### src/rtl/gps_ack_pkg.sv
// Shared types and constants for the GPS acquisition search scheduler.
package gps_ack_pkg;

  localparam int unsigned PRN_MIN  = 1;
  localparam int unsigned PRN_MAX  = 32;
  localparam int unsigned CODE_LEN = 1023;

  localparam int unsigned SAT_W   = 6;
  localparam int unsigned PHASE_W = 10;
  localparam int unsigned OMEGA_W = 16;

  typedef enum logic [2:0] {
    IDLE,
    ISSUE,
    WAIT,
    UPDATE,
    REPORT,
    DONE
  } sched_state_t;

  // One correlation job offered to the correlator.
  typedef struct packed {
    logic [SAT_W-1:0]   sat;
    logic [PHASE_W-1:0] phase;
    logic [OMEGA_W-1:0] omega;
  } job_t;

endpackage

### src/rtl/gps_ack_peak_track.sv
// Per-satellite peak tracker: keeps the strongest {mag, phase, omega} seen since clear.
module gps_ack_peak_track
  import gps_ack_pkg::*;
#(
  parameter int unsigned MAG_W = 14
) (
  input  logic               clk,
  input  logic               rst,
  input  logic               clear,
  input  logic               update,
  input  logic [MAG_W-1:0]   mag,
  input  logic [PHASE_W-1:0] phase,
  input  logic [OMEGA_W-1:0] omega,
  output logic [MAG_W-1:0]   nxt_mag_c,
  output logic [PHASE_W-1:0] nxt_phase_c,
  output logic [OMEGA_W-1:0] nxt_omega_c
);

  logic [MAG_W-1:0]   mag_q,   mag_d;
  logic [PHASE_W-1:0] phase_q, phase_d;
  logic [OMEGA_W-1:0] omega_q, omega_d;
  logic               empty_q, empty_d;

  // First job after clear always wins; afterwards only a strictly larger magnitude does.
  always_comb begin
    mag_d   = mag_q;
    phase_d = phase_q;
    omega_d = omega_q;
    empty_d = empty_q;
    if (clear) begin
      mag_d   = '0;
      phase_d = '0;
      omega_d = '0;
      empty_d = 1'b1;
    end else if (update && (empty_q || (mag > mag_q))) begin
      mag_d   = mag;
      phase_d = phase;
      omega_d = omega;
      empty_d = 1'b0;
    end
  end

  assign nxt_mag_c   = mag_d;
  assign nxt_phase_c = phase_d;
  assign nxt_omega_c = omega_d;

  // Peak register.
  always_ff @(posedge clk or negedge rst) begin
    if (!rst) begin
      mag_q   <= '0;
      phase_q <= '0;
      omega_q <= '0;
      empty_q <= 1'b1;
    end else begin
      mag_q   <= mag_d;
      phase_q <= phase_d;
      omega_q <= omega_d;
      empty_q <= empty_d;
    end
  end

endmodule

### src/rtl/gps_ack_search_sched.sv
// Acquisition grid walker: satellite / Doppler bin / code phase, one job in flight.
module gps_ack_search_sched
  import gps_ack_pkg::*;
#(
  parameter int unsigned               SAT_FIRST    = PRN_MIN,
  parameter int unsigned               SAT_LAST     = PRN_MAX,
  parameter int unsigned               CODE_PHASES  = CODE_LEN,
  parameter int unsigned               DOPPLER_NUM  = 2,
  parameter logic signed [OMEGA_W-1:0] DOPPLER_INIT = 16'sd13,
  parameter logic signed [OMEGA_W-1:0] DOPPLER_STEP = 16'sd13,
  parameter int unsigned               MAG_W        = 14,
  parameter logic [MAG_W-1:0]          THRESHOLD    = MAG_W'(4000)
) (
  input  logic               clk,
  input  logic               rst,
  input  logic               start,
  input  logic               abort,
  output logic               busy,
  output logic               cfg_valid,
  input  logic               cfg_ready,
  output logic [SAT_W-1:0]   cfg_sat,
  output logic [PHASE_W-1:0] cfg_code_phase,
  output logic [OMEGA_W-1:0] cfg_doppler_omega,
  input  logic               res_valid,
  input  logic [MAG_W-1:0]   res_mag,
  output logic               rep_valid,
  output logic [SAT_W-1:0]   rep_sat,
  output logic [PHASE_W-1:0] rep_code_phase,
  output logic [OMEGA_W-1:0] rep_doppler_omega,
  output logic [MAG_W-1:0]   rep_mag,
  output logic               rep_detected,
  output logic               search_done,
  output logic               aborted
);

  localparam int unsigned BIN_W = $clog2(DOPPLER_NUM + 1);
  localparam logic [PHASE_W-1:0] PHASE_LAST = PHASE_W'(CODE_PHASES - 1);
  localparam logic [BIN_W-1:0]   BIN_LAST   = BIN_W'(DOPPLER_NUM - 1);
  localparam logic [SAT_W-1:0]   SAT_END    = SAT_W'(SAT_LAST);
  localparam job_t JOB_RST = '{sat: SAT_W'(SAT_FIRST), phase: '0, omega: DOPPLER_INIT};

  sched_state_t       state_q, state_d;
  job_t               job_q, job_d;
  logic [BIN_W-1:0]   bin_q, bin_d;
  logic [MAG_W-1:0]   mag_q, mag_d;
  logic               cfg_valid_q, cfg_valid_d;
  logic               busy_q, busy_d;
  logic               rep_valid_q, rep_valid_d;
  logic [SAT_W-1:0]   rep_sat_q, rep_sat_d;
  logic [PHASE_W-1:0] rep_phase_q, rep_phase_d;
  logic [OMEGA_W-1:0] rep_omega_q, rep_omega_d;
  logic [MAG_W-1:0]   rep_mag_q, rep_mag_d;
  logic               rep_det_q, rep_det_d;
  logic               done_q, done_d;
  logic               aborted_q, aborted_d;
  logic               pk_clear, pk_update;
  logic [MAG_W-1:0]   pk_mag_c;
  logic [PHASE_W-1:0] pk_phase_c;
  logic [OMEGA_W-1:0] pk_omega_c;

  gps_ack_peak_track #(.MAG_W(MAG_W)) u_peak (
    .clk         (clk),
    .rst         (rst),
    .clear       (pk_clear),
    .update      (pk_update),
    .mag         (mag_q),
    .phase       (job_q.phase),
    .omega       (job_q.omega),
    .nxt_mag_c   (pk_mag_c),
    .nxt_phase_c (pk_phase_c),
    .nxt_omega_c (pk_omega_c)
  );

  // Next-state, counter stepping and registered output values.
  always_comb begin
    state_d     = state_q;
    job_d       = job_q;
    bin_d       = bin_q;
    mag_d       = mag_q;
    rep_sat_d   = rep_sat_q;
    rep_phase_d = rep_phase_q;
    rep_omega_d = rep_omega_q;
    rep_mag_d   = rep_mag_q;
    rep_det_d   = rep_det_q;
    rep_valid_d = 1'b0;
    done_d      = 1'b0;
    aborted_d   = 1'b0;
    pk_clear    = 1'b0;
    pk_update   = 1'b0;
    if ((state_q != IDLE) && abort) begin
      state_d   = IDLE;
      aborted_d = 1'b1;
    end else begin
      case (state_q)
        IDLE: begin
          if (start) begin
            state_d  = ISSUE;
            job_d    = JOB_RST;
            bin_d    = '0;
            pk_clear = 1'b1;
          end
        end
        ISSUE: begin
          if (cfg_valid_q && cfg_ready) state_d = WAIT;
        end
        WAIT: begin
          if (res_valid) begin
            state_d = UPDATE;
            mag_d   = res_mag;
          end
        end
        UPDATE: begin
          pk_update = 1'b1;
          state_d   = ISSUE;
          if (job_q.phase < PHASE_LAST) begin
            job_d.phase = job_q.phase + PHASE_W'(1);
          end else if (bin_q < BIN_LAST) begin
            job_d.phase = '0;
            job_d.omega = job_q.omega + DOPPLER_STEP;
            bin_d       = bin_q + BIN_W'(1);
          end else begin
            state_d     = REPORT;
            rep_valid_d = 1'b1;
            rep_sat_d   = job_q.sat;
            rep_phase_d = pk_phase_c;
            rep_omega_d = pk_omega_c;
            rep_mag_d   = pk_mag_c;
            rep_det_d   = (pk_mag_c > THRESHOLD);
          end
        end
        REPORT: begin
          if (job_q.sat < SAT_END) begin
            state_d   = ISSUE;
            job_d     = JOB_RST;
            job_d.sat = job_q.sat + SAT_W'(1);
            bin_d     = '0;
            pk_clear  = 1'b1;
          end else begin
            state_d = DONE;
            done_d  = 1'b1;
          end
        end
        DONE:    state_d = IDLE;
        default: state_d = IDLE;
      endcase
    end
    cfg_valid_d = (state_d == ISSUE);
    busy_d      = (state_d != IDLE);
  end

  // State and output registers.
  always_ff @(posedge clk or negedge rst) begin
    if (!rst) begin
      state_q     <= IDLE;
      job_q       <= JOB_RST;
      bin_q       <= '0;
      mag_q       <= '0;
      cfg_valid_q <= 1'b0;
      busy_q      <= 1'b0;
      rep_valid_q <= 1'b0;
      rep_sat_q   <= '0;
      rep_phase_q <= '0;
      rep_omega_q <= '0;
      rep_mag_q   <= '0;
      rep_det_q   <= 1'b0;
      done_q      <= 1'b0;
      aborted_q   <= 1'b0;
    end else begin
      state_q     <= state_d;
      job_q       <= job_d;
      bin_q       <= bin_d;
      mag_q       <= mag_d;
      cfg_valid_q <= cfg_valid_d;
      busy_q      <= busy_d;
      rep_valid_q <= rep_valid_d;
      rep_sat_q   <= rep_sat_d;
      rep_phase_q <= rep_phase_d;
      rep_omega_q <= rep_omega_d;
      rep_mag_q   <= rep_mag_d;
      rep_det_q   <= rep_det_d;
      done_q      <= done_d;
      aborted_q   <= aborted_d;
    end
  end

  assign busy              = busy_q;
  assign cfg_valid         = cfg_valid_q;
  assign cfg_sat           = job_q.sat;
  assign cfg_code_phase    = job_q.phase;
  assign cfg_doppler_omega = job_q.omega;
  assign rep_valid         = rep_valid_q;
  assign rep_sat           = rep_sat_q;
  assign rep_code_phase    = rep_phase_q;
  assign rep_doppler_omega = rep_omega_q;
  assign rep_mag           = rep_mag_q;
  assign rep_detected      = rep_det_q;
  assign search_done       = done_q;
  assign aborted           = aborted_q;

endmodule

### config.mk
export PLATFORM = sky130hd
export DESIGN_NAME = gps_ack_search_sched
export DESIGN_NICKNAME = d
export VERILOG_FILES = /design/src/rtl/gps_ack_pkg.sv /design/src/rtl/gps_ack_peak_track.sv /design/src/rtl/gps_ack_search_sched.sv
export SDC_FILE = /design/constraint.sdc
export NUM_CORES = 1
export LEC_CHECK = 0
export ABC_AREA = 1
export CAP_MARGIN = 20
export CORE_MARGIN = 2
export CORE_UTILIZATION = 25
export CTS_BUF_LIST = sky130_fd_sc_hd__clkbuf_4 sky130_fd_sc_hd__clkbuf_8
export CTS_CLUSTER_DIAMETER = 150
export DETAILED_ROUTE_END_ITERATION = 16
export MAX_ROUTING_LAYER = met4
export PLACE_DENSITY = 0.47
export SETUP_SLACK_MARGIN = 0.2
export SLEW_MARGIN = 10
export SYNTH_ARGS = -nofsm -noshare
export SYNTH_HDL_FRONTEND = slang
export SYNTH_HIERARCHICAL = 1
export SYNTH_SLANG_ARGS = --single-unit
### constraint.sdc
create_clock -name clk -period 5.1 [get_ports clk]
set_clock_uncertainty 0.2 [all_clocks]
set_input_delay 1.02 -clock clk [delete_from_list [all_inputs] [get_ports clk]]
set_output_delay 1.02 -clock clk [all_outputs]
set_load 0.02 [all_outputs]
==> load_flow_metrics.sql <==
INSERT INTO impl_metrics (metric_group, metric, value, unit) VALUES
('status', 'status', 'finished, final reports clean', ''),
('critical_path', 'worstReg2RegStart', 'state_q[2]', ''),
('power_and_ir_drop', 'power.ir.vdd_worst', '170', 'uV'),
('floorplan', 'die_h', '177', 'um'),
('timing', 'holdWs', '0.291', 'ns'),
('critical_path', 'start_kind', 'register', ''),
('synthesis', 'synth_area', '7490', 'um^2'),
('synthesis', 'synth_fp_nets', '995', ''),
('timing', 'final_tns_setup', '0', 'ns'),
('drt', 'post_drt_wl_per_cell', '13.8', 'um'),
('timing', 'setup_viol', '0', ''),
('synthesis', 'ys.warnings.count', '6', ''),
('timing', 'final_max_slew_viol_count', '0', ''),
('floorplan', 'die_w', '177', 'um'),
('drt', 'drt-total-wl', '20.0', 'mm'),
('cts', 'ctsHoldBuffers', '0', ''),
('floorplan', 'ios', '104', ''),
('min_path', 'min-delay-path-class', 'register to register', ''),
('cts', 'root_buffer', 'sky130_fd_sc_hd__clkbuf_8', ''),
('synthesis', 'post-synth-top-area-fraction', '46.4', '%'),
('floorplan', 'core', '29600', 'um^2'),
('critical_path', 'critical-path-max-stage-delay', '0.61', 'ns'),
('drt', 'per_cell_via_count_in_the_routed_design', '4.31', ''),
('drt', 'drtAntennaViolNets', '0', ''),
('final_layout', 'final_cell_count_no_fill', '1449', ''),
('synthesis', 'seq_cells_post_synth', '144', ''),
('synthesis', 'post_synth.cell_area_avg', '7.83', 'um^2'),
('cts', 'tritoncts.num_buffers', '17', ''),
('place', 'hpwl', '13.5', 'mm'),
('final_layout', 'layout-drive-gt1-share', '6.61', '%'),
('place', 'post_dp_cell_area', '8790', 'um^2'),
('final_layout', 'area_growth', '23.0', '%'),
('synthesis', 'yosysTopAreaCell', 'sky130_fd_sc_hd__dfrtp_1', ''),
('place', 'globalplace.congestion', '0.821', ''),
('power_and_ir_drop', 'power.total', '3.82', 'mW'),
('synthesis', 'netlist_top_cells_count', 'sky130_fd_sc_hd__nand2_1, sky130_fd_sc_hd__inv_1, sky130_fd_sc_hd__dfrtp_1', ''),
('grt', 'antenna_found_initial', '0', ''),
('critical_path', 'critPathMostFrequentCell', 'sky130_fd_sc_hd__nand2_1', ''),
('synthesis', 'synth.most_common_cell', 'sky130_fd_sc_hd__nand2_1', ''),
('critical_path', 'cp_data_arrival_time', '3.32', 'ns'),
('floorplan', 'start_util', '25.3', '%'),
('synthesis', 'synth_cell_types', '32', ''),
('floorplan', 'fp.dieArea', '31400', 'um^2'),
('cts', 'worst_skew_pair.late_latency', '0.45', 'ns'),
('critical_path', 'r2r_setup_slk', '1.94', 'ns'),
('place', 'port_buffers', '103', ''),
('grt', 'globalRouteTotalUtil', '13.8', '%'),
('min_path', 'whs_path_depth', '2', ''),
('synthesis', 'dominantRegCellSynth', 'sky130_fd_sc_hd__dfrtp_1', ''),
('job', 'cap_violations', '0', ''),
('critical_path', 'critical_path.slowest_cell', 'sky130_fd_sc_hd__inv_2', ''),
('place', 'post-place-ws', '1.45', 'ns'),
('timing', 'finalCriticalPeriod', '3.16', 'ns'),
('grt', 'first_global_vias', '6127', ''),
('timing', 'setup_repair_after_global_routing_missed_its_margin', 'false', ''),
('synthesis', 'share_of_the_yosys_chip_area_belonging_to_registers', '48.2', '%'),
('power_and_ir_drop', 'power_leakage', '4.30', 'nW'),
('cts', 'cts-resized-gates', '0', ''),
('synthesis', 'synth_async_sr_flop_share', '100', '%'),
('final_layout', 'final_util', '31.2', '%'),
('timing', 'max_slew.worst_pin.slew', '0.984', 'ns'),
('synthesis', 'synth_edf_count', '0', ''),
('cts', 'clock-sinks', '144', ''),
('drt', 'detail_route.iter0.violations', '356', ''),
('grt', 'largest_net_degree_at_the_start_of_global_routing', '101', ''),
('cts', 'postCtsSetupBuffers', '0', ''),
('timing', 'timing.slew.headroom', '34.4', '%'),
('drt', 'detail_route.first_pass.iterations', '5', ''),
('cts', 'htree_depth', '4', ''),
('critical_path', 'critPathRequiredTime', '5.26', 'ns'),
('min_path', 'worst_hold_startpoint', 'bin_q[0]', '');
-- cell type report --
type                    instances  share of cell area (%)
clock buffers                  20                    2.92
clock inverters                12                    1.60
inverters                     166                    6.76
multi-input cells             609                    32.3
flip-flops and latches        144                    39.2
well taps                     390                    5.30
repair buffers                108                    11.9
-- worst max-delay path, delay by kind of cell (launching register included) --
kind	cells	cell delay [ns]
buffers and inverters	3	1.15
AND/OR/NAND/NOR	8	1.04
flip-flops	1	0.42
AO/OA/AOI/OAI	2	0.23
-- state kept, by name, indices dropped and copies added (netlist names), 10 cells and up --
| register | cells |
|---|---|
| rep_doppler_omega | 16 |
| cfg_doppler_omega | 16 |
| rep_code_phase | 10 |
| mag_q | 14 |
| cfg_code_phase | 10 |
| u_peak/mag_q | 14 |
| rep_mag | 14 |
| u_peak/phase_q | 10 |
| u_peak/omega_q | 16 |
-- cell usage in the layout, fill, tap and decap left out, drive strengths merged, types with 5 or more instances in the layout --
cell,instances
nand2,238
inv,172
dfrtp,139
clkdlybuf4s50,102
o21ai,98
nor2,92
nand3,76
a21oi,47
clkbuf,20
ha,18
nand4,17
xor2,7
buf,6
o21bai,5
dfstp,5
nor3,5
-- kinds of logic (layout without fill, tap and decap cells) --
kind of cell	after synthesis	count (layout)	share of synthesized area (%)
compound gates	152	152	10.6
simple gates	430	430	25.1
buf+inv	204	306	12.0
flops	144	144	48.2
xor+xnor	9	9	1.05
fa+ha+maj	18	18	3.01
-- how the worst max path moves through the flow --
stage                           from           end  depth (start not counted)
final                     state_q[2]  rep_detected                         13
after global routing      state_q[2]  rep_detected                         13
after CTS                 state_q[2]  rep_detected                         13
after detailed placement       abort  rep_detected                         13
after global placement         abort  rep_detected                         13
after floorplan                abort  rep_detected                         16
-- layer usage --
| metal | share of wire, % | track usage [%] | up-vias |
|---|---|---|---|
| met1 | 48 | 17.9 | 2935 |
| met2 | 47 | 21.5 | 120 |
| met5 | 0 | - | - |
| li1 | - | - | 3176 |
| met3 | 4.1 | 3.41 | 18 |
| met4 | 1.2 | 3.20 | 0 |
-- report_power, final --
part / switching (mW) / internal [mW]
clock: 0.501 / 0.480
sequential: 0.150 / 1.35
combinational: 0.887 / 0.452
total: 1.54 / 2.28
Power figures use the tool's default switching activity.
